==> src/rtl/wave_pipe_ctrl_pkg.sv <==
// rtl/wave_pipe_ctrl_pkg.sv - shared types and constants for the wave_former control blocks
package wave_former_pkg;

    typedef enum logic {PRIME, RUN} wave_ctrl_state_t;

    localparam int STATS_W = 32;

endpackage

==> src/rtl/wave_pipe_ctrl_if.sv <==
// rtl/wave_pipe_ctrl_if.sv - upstream/downstream valid-ready handshake bundle of the pipe controller
interface wave_pipe_ctrl_if;

    logic s_valid;
    logic s_ready;
    logic m_valid;
    logic m_ready;

    // Controller side: accepts upstream samples, presents downstream results.
    modport master (
        input  s_valid,
        input  m_ready,
        output s_ready,
        output m_valid
    );

    // Environment side: produces upstream samples, consumes downstream results.
    modport slave (
        output s_valid,
        output m_ready,
        input  s_ready,
        input  m_valid
    );

endinterface

==> src/rtl/wave_pipe_ctrl_vld.sv <==
// rtl/wave_pipe_ctrl_vld.sv - wave_vld_pipe, enable-gated per-stage valid shift register
module wave_vld_pipe #(
    parameter int STAGES = 3
) (
    input  logic clk,
    input  logic reset,
    input  logic flush_i,
    input  logic enable_i,
    input  logic vld_i,
    output logic vld_o
);

    logic [STAGES-1:0] vld_sr_q;
    logic [STAGES-1:0] vld_sr_d;

    // Shifted image of the valid chain; written as a loop so STAGES==1 needs no special case.
    always_comb begin
        vld_sr_d    = vld_sr_q;
        vld_sr_d[0] = vld_i;
        for (int i = 1; i < STAGES; i++) begin
            vld_sr_d[i] = vld_sr_q[i-1];
        end
    end

    // Valid bits move only with the datapath enable, so bubbles travel with the data.
    always_ff @(posedge clk or posedge reset) begin
        if (reset) begin
            vld_sr_q <= '0;
        end else if (flush_i) begin
            vld_sr_q <= '0;
        end else if (enable_i) begin
            vld_sr_q <= vld_sr_d;
        end
    end

    assign vld_o = vld_sr_q[STAGES-1];

endmodule

==> src/rtl/wave_pipe_ctrl.sv <==
// rtl/wave_pipe_ctrl.sv - handshake/enable controller for the wave_former delay line and pipeline (optional WAVE_PIPE_CTRL_STATS_EN)
module wave_pipe_ctrl
    import wave_former_pkg::*;
#(
    parameter int STAGES      = 3,
    parameter int DELAY_DEPTH = 4
) (
    input  logic                 clk,
    input  logic                 reset,
    input  logic                 flush,
    wave_pipe_ctrl_if.master     bus,
    output logic                 enable,
    output logic                 delay_en,
    output logic                 primed
`ifdef WAVE_PIPE_CTRL_STATS_EN
    ,
    output logic [STATS_W-1:0]   stall_cnt,
    output logic [STATS_W-1:0]   out_cnt
`endif
);

    // A zero-depth delay line still needs a one-bit counter to keep the declarations legal.
    localparam int CNT_W = (DELAY_DEPTH > 0) ? $clog2(DELAY_DEPTH + 1) : 1;
    localparam logic [CNT_W-1:0] CNT_MAX  = CNT_W'(DELAY_DEPTH);
    localparam logic [CNT_W-1:0] CNT_LAST = CNT_W'((DELAY_DEPTH > 0) ? DELAY_DEPTH - 1 : 0);
    localparam wave_ctrl_state_t RST_STATE = (DELAY_DEPTH == 0) ? RUN : PRIME;

    wave_ctrl_state_t  state_q;
    logic [CNT_W-1:0]  prime_cnt_q;
    logic              primed_q;

    logic m_valid_w;
    logic out_free;
    logic s_ready_w;
    logic accept;
    logic vld_in;

    // The whole pipeline advances unless the output slot holds an unaccepted sample;
    // a flush forces one enabled cycle so the cleared valids take effect everywhere.
    assign out_free  = !m_valid_w || bus.m_ready;
    assign enable    = out_free || flush;
    assign s_ready_w = out_free && !flush;
    assign accept    = bus.s_valid && s_ready_w;
    assign delay_en  = accept;

    // Priming samples fill the delay line but never reach the output.
    assign vld_in    = accept && (state_q == RUN);

    assign bus.s_ready = s_ready_w;
    assign bus.m_valid = m_valid_w;
    assign primed      = primed_q;

    wave_vld_pipe #(
        .STAGES (STAGES)
    ) u_vld_pipe (
        .clk      (clk),
        .reset    (reset),
        .flush_i  (flush),
        .enable_i (enable),
        .vld_i    (vld_in),
        .vld_o    (m_valid_w)
    );

    // PRIME/RUN sequencer: counts priming accepts, enters RUN on the last one, holds RUN until flush.
    always_ff @(posedge clk or posedge reset) begin
        if (reset) begin
            state_q     <= RST_STATE;
            prime_cnt_q <= '0;
            primed_q    <= (RST_STATE == RUN);
        end else if (flush) begin
            state_q     <= RST_STATE;
            prime_cnt_q <= '0;
            primed_q    <= (RST_STATE == RUN);
        end else if (accept && (state_q == PRIME)) begin
            if (prime_cnt_q != CNT_MAX) begin
                prime_cnt_q <= prime_cnt_q + CNT_W'(1);
            end
            if (prime_cnt_q == CNT_LAST) begin
                state_q  <= RUN;
                primed_q <= 1'b1;
            end
        end
    end

`ifdef WAVE_PIPE_CTRL_STATS_EN
    logic [STATS_W-1:0] stall_cnt_q;
    logic [STATS_W-1:0] out_cnt_q;

    // Free-running (wrapping) counters of output stalls and completed output transfers.
    always_ff @(posedge clk or posedge reset) begin
        if (reset) begin
            stall_cnt_q <= '0;
            out_cnt_q   <= '0;
        end else if (flush) begin
            stall_cnt_q <= '0;
            out_cnt_q   <= '0;
        end else begin
            if (m_valid_w && !bus.m_ready) begin
                stall_cnt_q <= stall_cnt_q + STATS_W'(1);
            end
            if (m_valid_w && bus.m_ready) begin
                out_cnt_q <= out_cnt_q + STATS_W'(1);
            end
        end
    end

    assign stall_cnt = stall_cnt_q;
    assign out_cnt   = out_cnt_q;
`endif

endmodule
==> src/flat_wrapper.sv <==
// flat-port wrapper written by rule: the top's interface ports become plain ports
module wave_pipe_ctrl_flat import wave_former_pkg::*;
#(
    parameter int STAGES      = 3,
    parameter int DELAY_DEPTH = 4
)
  (clk, reset, flush, enable, delay_en, primed, bus_s_valid, bus_m_ready, bus_s_ready, bus_m_valid);
  wave_pipe_ctrl_if bus_i ();
  input  logic clk;
  input  logic reset;
  input  logic flush;
  output logic enable;
  output logic delay_en;
  output logic primed;
  input wire logic [$bits(bus_i.s_valid)-1:0] bus_s_valid;
  input wire logic [$bits(bus_i.m_ready)-1:0] bus_m_ready;
  output wire logic [$bits(bus_i.s_ready)-1:0] bus_s_ready;
  output wire logic [$bits(bus_i.m_valid)-1:0] bus_m_valid;
  assign bus_i.s_valid = bus_s_valid;
  assign bus_i.m_ready = bus_m_ready;
  assign bus_s_ready = bus_i.s_ready;
  assign bus_m_valid = bus_i.m_valid;
  wave_pipe_ctrl #(.STAGES(STAGES), .DELAY_DEPTH(DELAY_DEPTH)) u_core (.clk(clk), .reset(reset), .flush(flush), .bus(bus_i), .enable(enable), .delay_en(delay_en), .primed(primed));
endmodule
==> config.mk <==
export PLATFORM = sky130hd
export DESIGN_NAME = wave_pipe_ctrl_flat
export DESIGN_NICKNAME = d
export VERILOG_FILES = /design/src/rtl/wave_pipe_ctrl_pkg.sv /design/src/rtl/wave_pipe_ctrl_if.sv /design/src/rtl/wave_pipe_ctrl_vld.sv /design/src/rtl/wave_pipe_ctrl.sv /design/src/flat_wrapper.sv
export SDC_FILE = /design/constraint.sdc
export NUM_CORES = 1
export LEC_CHECK = 0
export BUFFER_PORTS_ARGS = -buffer_cell sky130_fd_sc_hd__buf_2
export CAP_MARGIN = 30
export CORE_AREA = 2 2 39 41
export DETAILED_ROUTE_END_ITERATION = 16
export DIE_AREA = 0 0 41 43
export SLEW_MARGIN = 30
export SYNTH_ARGS = -nofsm -noshare
export SYNTH_HDL_FRONTEND = slang
export SYNTH_SLANG_ARGS = --single-unit
export TNS_END_PERCENT = 10
==> constraint.sdc <==
create_clock -name clk -period 2 [get_ports clk]
set_input_delay 0.1 -clock clk [delete_from_list [all_inputs] [get_ports clk]]
set_output_delay 0.1 -clock clk [all_outputs]
set_load 0.01 [all_outputs]
==> impl_metrics.py, run 1 <==
metrics = {
    "timing": {
        "setup_ws_ps": 639,
        "hold_viol_final": 0,
        "fmax_ghz": 0.735,
        "finalMaxSlewViolations": 0,
        "slew_headroom_pct": 81.2,
        "finalSetupViolCount": 0,
        "finalCritPeriodShare_pct": 68.1,
        "post-route-min-period_ps": 1360,
        "worst_pin_slew_ps": 282,
        "tns_ps": 0,
        "finClkSkew_ps": 0.409,
        "rsz0062_at_grt": "no",
    },
    "yosys": {
        "ys_ff_latch": 7,
        "yosysTopAreaCell": "dfrtp_1",
        "synth_warnings": 0,
        "synth_seq_area_share_pct": 43.3,
        "syn_inst": 36,
        "synthFlopType": "dfrtp_1",
        "synth_cell_type_count": 16,
        "synth_most_common_cell": "dfrtp_1",
        "async_flop_share_pct": 100,
        "synthTopCellsByCount": "dfrtp_1, nor2_1, inv_1, ha_1",
        "synth_area_per_cell_um2": 11.2,
        "syn-cell-area_um2": 404,
        "yosysTopAreaCellShare_pct": 43.3,
        "ys_top_cells_by_area": "dfrtp_1, ha_1, a311o_2",
        "synth-edff-count": 0,
        "synth.net_count": 44,
    },
    "setup_path": {
        "crit_type": "flop to flop",
        "crit_chain": "inv_1 > ha_1 > a21oi_4 > nand3_2 > mux2_4",
        "arrival_ps": 1490,
        "cp_max_fo": 3,
        "r2r_cells": 5,
        "crit_path_end_kind": "flop",
        "startpoint_type": "flop",
        "crit_family": "flip-flops",
        "cp_num_buf_inv": 1,
        "worst-path-stages": 5,
        "cp.required_ps": 2130,
        "max_stage_delay_ps": 360,
        "cp_slowest_cell": "dfrtp_1",
    },
    "grt": {
        "grt-ovfl-total": 0,
        "grt_pass1_wl_um": 1130,
        "grt_antenna_before_repair": 0,
        "grt_pass1_vias": 285,
        "grt_max_degree": 9,
        "grtUsageTotal_pct": 10.1,
    },
    "cells_and_area": {
        "syn2layout_area_growth_pct": 22.3,
        "nets": 58,
        "drive_above_1_share_pct": 40.8,
        "insertedDiodeCount": 0,
    },
    "routing": {
        "first_pass_iters": 3,
        "finalWirelength_um": 726,
        "ant_nets": 0,
        "drcViolationCount": 0,
        "viasPerCell": 4.51,
        "vias": 293,
        "first_iter_violations": 3,
        "post_drt_wl_per_cell_um": 11.2,
    },
    "clock_network": {
        "clock_latency_ps": 250,
        "cts_buffers": 3,
        "ctsHoldBuffers": 1,
        "cts_resized": 0,
        "cts_root_buffer": "clkbuf_4",
        "cts_sinks": 7,
        "post_cts_buffers": 0,
        "clock_path_buffers": 2,
        "h-tree-depth": 1,
        "clk_pin_slew_ps": 50,
        "cts_tree": "built",
    },
    "placed_design": {
        "portBuffers": 9,
        "post-dp-hpwl_um": 588,
        "place.gp.congestion": 0.612,
        "pre_cts_slack_ps": 636,
    },
    "floorplanning": {
        "die-area_mm2": 0.00176,
        "die_w_um": 41,
        "initial_core_util_pct": 29.2,
        "die_y_um": 43,
        "num_rows": 14,
        "ios": 10,
        "core_mm2": 0.00138,
    },
    "status": {
        "outcome": "completed",
    },
    "hold_path": {
        "hold_depth": 4,
        "hold_class": "input pin to flop",
    },
    "pwr": {
        "p_total_w": 0.000325,
        "powerDensity_mw_per_mm2": 657,
        "ir_drop_uv": 177,
        "power_leakage_nw": 0.246,
    },
    "job": {
        "drv_cap": 0,
    },
}
area by class of cell:
cell class | instances | area, um^2
Clock buffer | 4 | 26.3
Fill cell | 150 | 890
Inverter | 5 | 18.8
Multi-Input combinational cell | 23 | 199
Sequential cell | 7 | 175
Tap cell | 16 | 20.0
Timing Repair Buffer | 10 | 55.1
power breakdown:
group	switching (W)	internal, W
registers	0.00000436	0.000147
clock network	0.0000515	0.0000761
logic	0.0000236	0.0000217
sequential cells by signal, indices dropped and copies added, names as in the netlist:
name                        cells
u_core.prime_cnt_q              3
u_core.u_vld_pipe.vld_sr_q      3
u_core.state_q                  1
metrics by stage:
| step | cells | instance area [um^2] | hold WS, ps | utilization, % |
|---|---|---|---|---|
| after floorplan | 36 | 404 | -96.6 | - |
| after global placement | 60 | 458 | 45.3 | 33.1 |
| after detailed placement | 60 | 458 | 50.9 | 33.1 |
| after CTS | 65 | 494 | 149 | 35.7 |
| after global routing | 65 | 494 | 154 | 35.7 |
| final | 65 | 494 | 153 | 35.7 |
cell families (layout without fill, tap and decap cells):
| family | Yosys count | in the layout | share of synthesized area [%] |
|---|---|---|---|
| AND/OR/NAND/NOR | 11 | 11 | 18.3 |
| AO/OA/AOI/OAI | 8 | 8 | 18.0 |
| flip-flops | 7 | 7 | 43.3 |
| buffers and inverters | 6 | 19 | 7.43 |
| adder cells (fa/ha/maj) | 3 | 3 | 9.29 |
| multiplexers | 1 | 1 | 3.71 |
worst paths after layout:
| path | start | end | slack, ps |
|---|---|---|---|
| max | u_core.prime_cnt_q[0] | u_core.prime_cnt_q[1] | 640 |
| max reg2reg | u_core.prime_cnt_q[0] | u_core.prime_cnt_q[1] | 640 |
| max in group asynchronous | reset | u_core.u_vld_pipe.vld_sr_q[1] | 1440 |
| min reg2reg | u_core.prime_cnt_q[0] | u_core.prime_cnt_q[0] | 500 |
| min | bus_m_ready | u_core.u_vld_pipe.vld_sr_q[2] | 150 |
| min in group asynchronous | reset | u_core.prime_cnt_q[1] | 340 |
worst reg2reg max path, stage by stage, from the launching register on:
cell and delay, ps:
dfrtp_1 360, inv_1 60, ha_1 230, a21oi_4 180, nand3_2 120, mux2_4 300
metal layers:
| layer | share of wire [%] | track usage, % |
|---|---|---|
| met5 | 0 | 0 |
| met4 | 2.2 | 8.00 |
| met3 | 3.0 | 3.14 |
| met2 | 47 | 14.1 |
| met1 | 48 | 12.1 |
cells in the final DEF (no fill, tap or decap), types with 2 or more instances in the layout:
cell type / count
buf_2: 9
clkbuf_4: 3
a22o_1: 2
dfrtp_1: 7
inv_1: 5
a311o_2: 2
o21ai_0: 2
ha_1: 3
nor2_1: 6
No activity file was read; power rests on OpenSTA's default activity.
==> run 2: changes to the inputs <==
Clock period 2 ns to 1.4 ns, I/O delays scaled along.
==> run 2 against run 1 <==
  * Wire length is 0.96% higher
  * Sequential cell count stayed put
  * Worst hold slack worse by 36 ps
  * Critical path type unchanged
  * Core utilization is 0.54 points higher
  * Largest cell class unchanged
==> impl_metrics.py, run 2 (synthesis gave the netlist of run 1 again) <==
metrics = {
    "status": {
        "outcome": "completed",
    },
    "timing": {
        "setup_ws_ps": 61.7,
        "fmax_ghz": 0.747,
        "finClkSkew_ps": 0.255,
        "finalCritPeriodShare_pct": 95.6,
        "worst_pin_slew_ps": 279,
        "hold_viol_final": 0,
        "rsz0062_at_grt": "no",
        "slew_headroom_pct": 81.4,
        "finalMaxSlewViolations": 0,
        "finalSetupViolCount": 0,
        "tns_ps": 0,
        "post-route-min-period_ps": 1340,
    },
    "routing": {
        "first_iter_violations": 2,
        "ant_nets": 0,
        "post_drt_wl_per_cell_um": 11.1,
        "vias": 300,
        "viasPerCell": 4.55,
        "first_pass_iters": 2,
        "drcViolationCount": 0,
        "finalWirelength_um": 733,
    },
    "cells_and_area": {
        "drive_above_1_share_pct": 42.0,
        "final_common_cell": "buf_2",
        "syn2layout_area_growth_pct": 24.1,
        "final_cell_mix": "buf_2, dfrtp_1, nor2_1, inv_1",
        "top_regs": "u_core.prime_cnt_q (3), u_core.u_vld_pipe.vld_sr_q (3), u_core.state_q (1)",
        "seq_area_um2": 175,
        "insertedDiodeCount": 0,
        "fillers": 152,
        "nets": 59,
        "multi_input_area_um2": 199,
    },
    "grt": {
        "grt-ovfl-total": 0,
        "grt_antenna_before_repair": 0,
        "grtUsageTotal_pct": 9.70,
        "grt_max_degree": 9,
        "grt_pass1_wl_um": 1160,
        "grt_pass1_vias": 300,
    },
    "pwr": {
        "ir_drop_uv": 342,
        "p_total_w": 0.000470,
        "p_int_w": 0.000353,
        "switching_power_w": 0.000116,
        "power_frac_seq_pct": 46.0,
        "p_clk_share_pct": 39.5,
        "powerDensity_mw_per_mm2": 936,
        "power_leakage_nw": 0.251,
        "swShare_pct": 24.8,
        "pwr-share-comb_pct": 14.6,
    },
    "setup_path": {
        "crit_chain": "inv_1 > ha_1 > a21oi_4 > nand3_2 > mux2_4",
        "crit_family": "flip-flops",
        "startpoint_type": "flop",
        "cp_max_fo": 3,
        "cp_slowest_cell": "dfrtp_1",
        "arrival_ps": 1470,
        "max_stage_delay_ps": 350,
        "crit_path_end_kind": "flop",
        "cp_num_buf_inv": 1,
        "cp.required_ps": 1530,
        "crit_type": "flop to flop",
    },
    "hold_path": {
        "hold_class": "input pin to flop",
    },
    "floorplanning": {
        "core_mm2": 0.00138,
        "die_w_um": 41,
        "initial_core_util_pct": 29.2,
        "die_y_um": 43,
        "num_rows": 14,
        "die-area_mm2": 0.00176,
        "ios": 10,
    },
    "placed_design": {
        "portBuffers": 9,
        "post-dp-hpwl_um": 602,
        "place.gp.congestion": 0.659,
        "pre_cts_slack_ps": 74.5,
    },
    "clock_network": {
        "clock_path_buffers": 2,
        "clk_pin_slew_ps": 50,
        "clock_latency_ps": 250,
        "cts_root_buffer": "clkbuf_4",
        "cts_buffers": 3,
        "cts_tree": "built",
        "h-tree-depth": 1,
        "cts_sinks": 7,
        "post_cts_buffers": 0,
    },
    "job": {
        "drv_cap": 0,
    },
}
[run 2: changes by cell type in the layout (fill, tap and decap cells not counted)]
cell	previous run	this run
buf_4	0	1
[run 2: final cells by class]
class	count	area share, %
multi-input cells	23	39.7
flip-flops and latches	7	34.9
repair buffers	11	12.5
clock buffers	4	5.24
well taps	16	3.99
inverters	5	3.74
[run 2: what timing repair did]
item	in CTS	in global routing
resized for setup	0	0
hold buffers	1	0
endpoints found under the hold margin	7	0
[run 2: final timing paths]
check / from / endpoint / slack (ps) / cells after the start
max: u_core.prime_cnt_q[1] / u_core.prime_cnt_q[1] / 60 / 5
max reg2reg: u_core.prime_cnt_q[1] / u_core.prime_cnt_q[1] / 60 / 5
min in group asynchronous: reset / u_core.prime_cnt_q[2] / 290 / 3
max in group asynchronous: reset / u_core.u_vld_pipe.vld_sr_q[0] / 890 / 3
min reg2reg: u_core.u_vld_pipe.vld_sr_q[0] / u_core.u_vld_pipe.vld_sr_q[0] / 510 / 1
min: flush / u_core.state_q / 120 / 2
[run 2: power by group through the flow]
stage | Sequential (W) | Clock (W) | Combinational, W
floorplan | 0.000219 | 0 | 0.0000480
global placement | 0.000220 | 0 | 0.0000662
detailed placement | 0.000219 | 0 | 0.0000671
CTS | 0.000216 | 0.000196 | 0.0000696
global route | 0.000216 | 0.000211 | 0.0000767
finish | 0.000216 | 0.000185 | 0.0000684
[run 2: routing by layer]
metal	wire, um	share of wire, %	track usage [%]	vias to the layer above
met2	338	46	15.3	8
li1	-	-	-	150
met3	37	5.0	1.57	0
met4	0	0	6.00	0
met1	357	49	11.5	142
met5	0	0	0	-
[run 2: per-stage QoR]
step	util, %	instances	hold WS (ps)	cell area, um^2
6_report	36.3	66	117	502
5_1_grt	36.3	66	136	502
4_1_cts	36.3	66	106	502
3_5_place_dp	33.6	61	16.1	465
3_3_place_gp	33.6	61	18.2	465
2_1_floorplan	-	36	-127	404
==> run 3: changes to the inputs <==
Settings changed: SYNTH_HIERARCHICAL set to 1.
==> run 3 against run 2 <==
  * Critical path depth is the same
  * Clock-buffer cell count is the same
  * Setup slack gained 6.1 ps
  * Sequential share of layout area shrank 0.77 points
  * First-iteration DRC count is the same
  * Final cell count grew 4.5%
  * Combinational power shrank 6.0%
  * Largest power group unchanged
==> impl_metrics.py, run 3 <==
metrics = {
    "yosys": {
        "synth-edff-count": 0,
        "ys_top_cells_by_area": "dfrtp_1, ha_1, mux2i_1",
        "async_flop_share_pct": 100,
        "synth_area_per_cell_um2": 10.6,
        "syn_inst": 38,
        "synth.net_count": 46,
        "yosysTopAreaCellShare_pct": 43.6,
        "synthFlopType": "dfrtp_1",
        "synth_most_common_cell": "dfrtp_1",
        "synthTopCellsByCount": "dfrtp_1, nor2_1, inv_1, ha_1, mux2i_1",
        "synth_warnings": 6,
        "synth_seq_area_share_pct": 43.6,
        "synth_cell_type_count": 17,
        "syn-cell-area_um2": 402,
        "yosysTopAreaCell": "dfrtp_1",
        "ys_ff_latch": 7,
    },
    "pwr": {
        "p_clk_share_pct": 38.2,
        "power_frac_seq_pct": 47.6,
        "powerDensity_mw_per_mm2": 884,
        "power_leakage_nw": 0.277,
        "pwr-share-comb_pct": 14.2,
        "ir_drop_uv": 279,
        "p_int_w": 0.000351,
        "switching_power_w": 0.000103,
        "swShare_pct": 22.7,
    },
    "routing": {
        "finalWirelength_um": 728,
        "viasPerCell": 4.65,
        "drcViolationCount": 0,
        "ant_nets": 0,
        "first_pass_iters": 4,
        "first_iter_violations": 2,
        "vias": 321,
        "post_drt_wl_per_cell_um": 10.6,
    },
    "floorplanning": {
        "core_mm2": 0.00138,
        "die_w_um": 41,
        "die_y_um": 43,
        "ios": 10,
        "initial_core_util_pct": 29.0,
        "die-area_mm2": 0.00176,
        "num_rows": 14,
    },
    "clock_network": {
        "clock_latency_ps": 240,
        "h-tree-depth": 1,
        "clk_pin_slew_ps": 50,
        "cts_root_buffer": "clkbuf_4",
        "cts_buffers": 3,
        "clock_path_buffers": 2,
        "cts_tree": "built",
        "cts_sinks": 7,
    },
    "grt": {
        "grt_pass1_vias": 300,
        "grt_max_degree": 11,
        "grt_antenna_before_repair": 0,
        "grtUsageTotal_pct": 10.9,
        "grt-ovfl-total": 0,
        "grt_pass1_wl_um": 1190,
    },
    "cells_and_area": {
        "nets": 62,
        "final_common_cell": "buf_2",
        "syn2layout_area_growth_pct": 27.7,
        "insertedDiodeCount": 0,
        "fillers": 152,
        "drive_above_1_share_pct": 37.7,
        "stdcell_count": 69,
        "final_cell_mix": "buf_2, dfrtp_1, nor2_1, inv_1",
        "fin_area_um2": 513,
    },
    "setup_path": {
        "crit_chain": "inv_2 > ha_2 > a21oi_2 > nand3_2 > mux2_4",
        "startpoint_type": "flop",
        "cp_slowest_cell": "dfrtp_1",
        "max_stage_delay_ps": 370,
        "crit_path_end_kind": "flop",
        "crit_type": "flop to flop",
        "cp_max_fo": 3,
        "arrival_ps": 1460,
        "cp.required_ps": 1530,
        "crit_family": "flip-flops",
        "cp_num_buf_inv": 1,
    },
    "status": {
        "outcome": "completed",
    },
    "timing": {
        "fin_hold_ws_ps": 132,
        "finalSetupViolCount": 0,
        "hold_viol_final": 0,
        "finClkSkew_ps": 0.855,
        "rsz0062_at_grt": "no",
        "finalMaxSlewViolations": 0,
        "fmax_ghz": 0.751,
        "tns_ps": 0,
        "post-route-min-period_ps": 1330,
        "finalCritPeriodShare_pct": 95.2,
        "slew_headroom_pct": 86.5,
        "worst_pin_slew_ps": 202,
    },
    "job": {
        "drv_cap": 0,
    },
    "placed_design": {
        "post-dp-hpwl_um": 571,
        "placed_cell_area_um2": 467,
        "dp.cells": 63,
        "place.gp.congestion": 0.610,
        "portBuffers": 9,
    },
    "hold_path": {
        "hold_class": "input pin to flop",
    },
}
run 3: cell types whose count changed after synthesis, sizes merged:
cell,change
a22o,-2
and3,+1
buf,-1
mux2i,+3
nand2b,+1
run 3: power by group through the flow:
stage	combinational (W)	sequential, W	clock, W
final	0.0000643	0.000216	0.000173
after global routing	0.0000733	0.000217	0.000184
after CTS	0.0000610	0.000216	0.000180
after detailed placement	0.0000581	0.000219	0
after global placement	0.0000586	0.000218	0
after floorplan	0.0000373	0.000218	0
run 3: worst register-to-register path: cells and delay by family, from the launching register on:
kind                     cells  cell delay, ps
flip-flops                   1             370
multiplexers                 1             310
buffers and inverters        1              50
adder cells (fa/ha/maj)      1             180
AND/OR/NAND/NOR              1             120
AO/OA/AOI/OAI                1             190
run 3: final cells by class:
| class | instances | area (um^2) | area share [%] |
|---|---|---|---|
| inverters | 5 | 18.8 | 3.66 |
| multi-input cells | 26 | 210 | 41.0 |
| clock buffers | 4 | 26.3 | 5.12 |
| well taps | 16 | 20.0 | 3.90 |
| repair buffers | 11 | 62.6 | 12.2 |
| flip-flops and latches | 7 | 175 | 34.1 |
run 3: through the flow:
step | setup slack [ps] | power [W] | util [%]
finish | 67.8 | 0.000454 | 37.1
global route | 2.17 | 0.000474 | 37.1
CTS | 20.8 | 0.000457 | 36.3
detailed placement | 29.2 | 0.000277 | 33.7
global placement | 36.8 | 0.000277 | 33.7
floorplan | 114 | 0.000256 | -
run 3: routing by layer:
metal  vias to the layer above  global-route usage (%)  share of wire, %
met4                         0                    12.0                 0
met5                         -                       0                 0
li1                        161                       -                 -
met1                       152                    9.67                40
met2                         8                    16.9                55
met3                         0                    3.14               4.4
run 3: logic make-up (layout without fill, tap and decap cells):
| logic type | after synthesis | after routing | share of synthesized area (%) |
|---|---|---|---|
| AND/OR/NAND/NOR | 13 | 13 | 19.9 |
| flip-flops | 7 | 7 | 43.6 |
| AO/OA/AOI/OAI | 6 | 6 | 11.2 |
| buffers and inverters | 5 | 20 | 4.67 |
| multiplexers | 4 | 4 | 11.2 |
| adder cells (fa/ha/maj) | 3 | 3 | 9.35 |
run 3: path summary, 6_finish.rpt:
path	slack [ps]	endpoint	depth (start not counted)	start
max	70	u_core/prime_cnt_q[1]	5	u_core/prime_cnt_q[0]
min	130	u_core/u_vld_pipe/vld_sr_q[2]	2	flush
max reg2reg	70	u_core/prime_cnt_q[1]	5	u_core/prime_cnt_q[0]
min reg2reg	520	u_core/prime_cnt_q[0]	1	u_core/prime_cnt_q[0]
max in group asynchronous	990	u_core/primed	3	reset
min in group asynchronous	250	u_core/u_vld_pipe/vld_sr_q[0]	3	reset
run 3: timing repair:
action,in CTS,in global routing
resized for setup,0,2
setup buffers,0,1
hold endpoints to repair,7,0
hold buffers,1,0
endpoints found under the setup margin,0,1
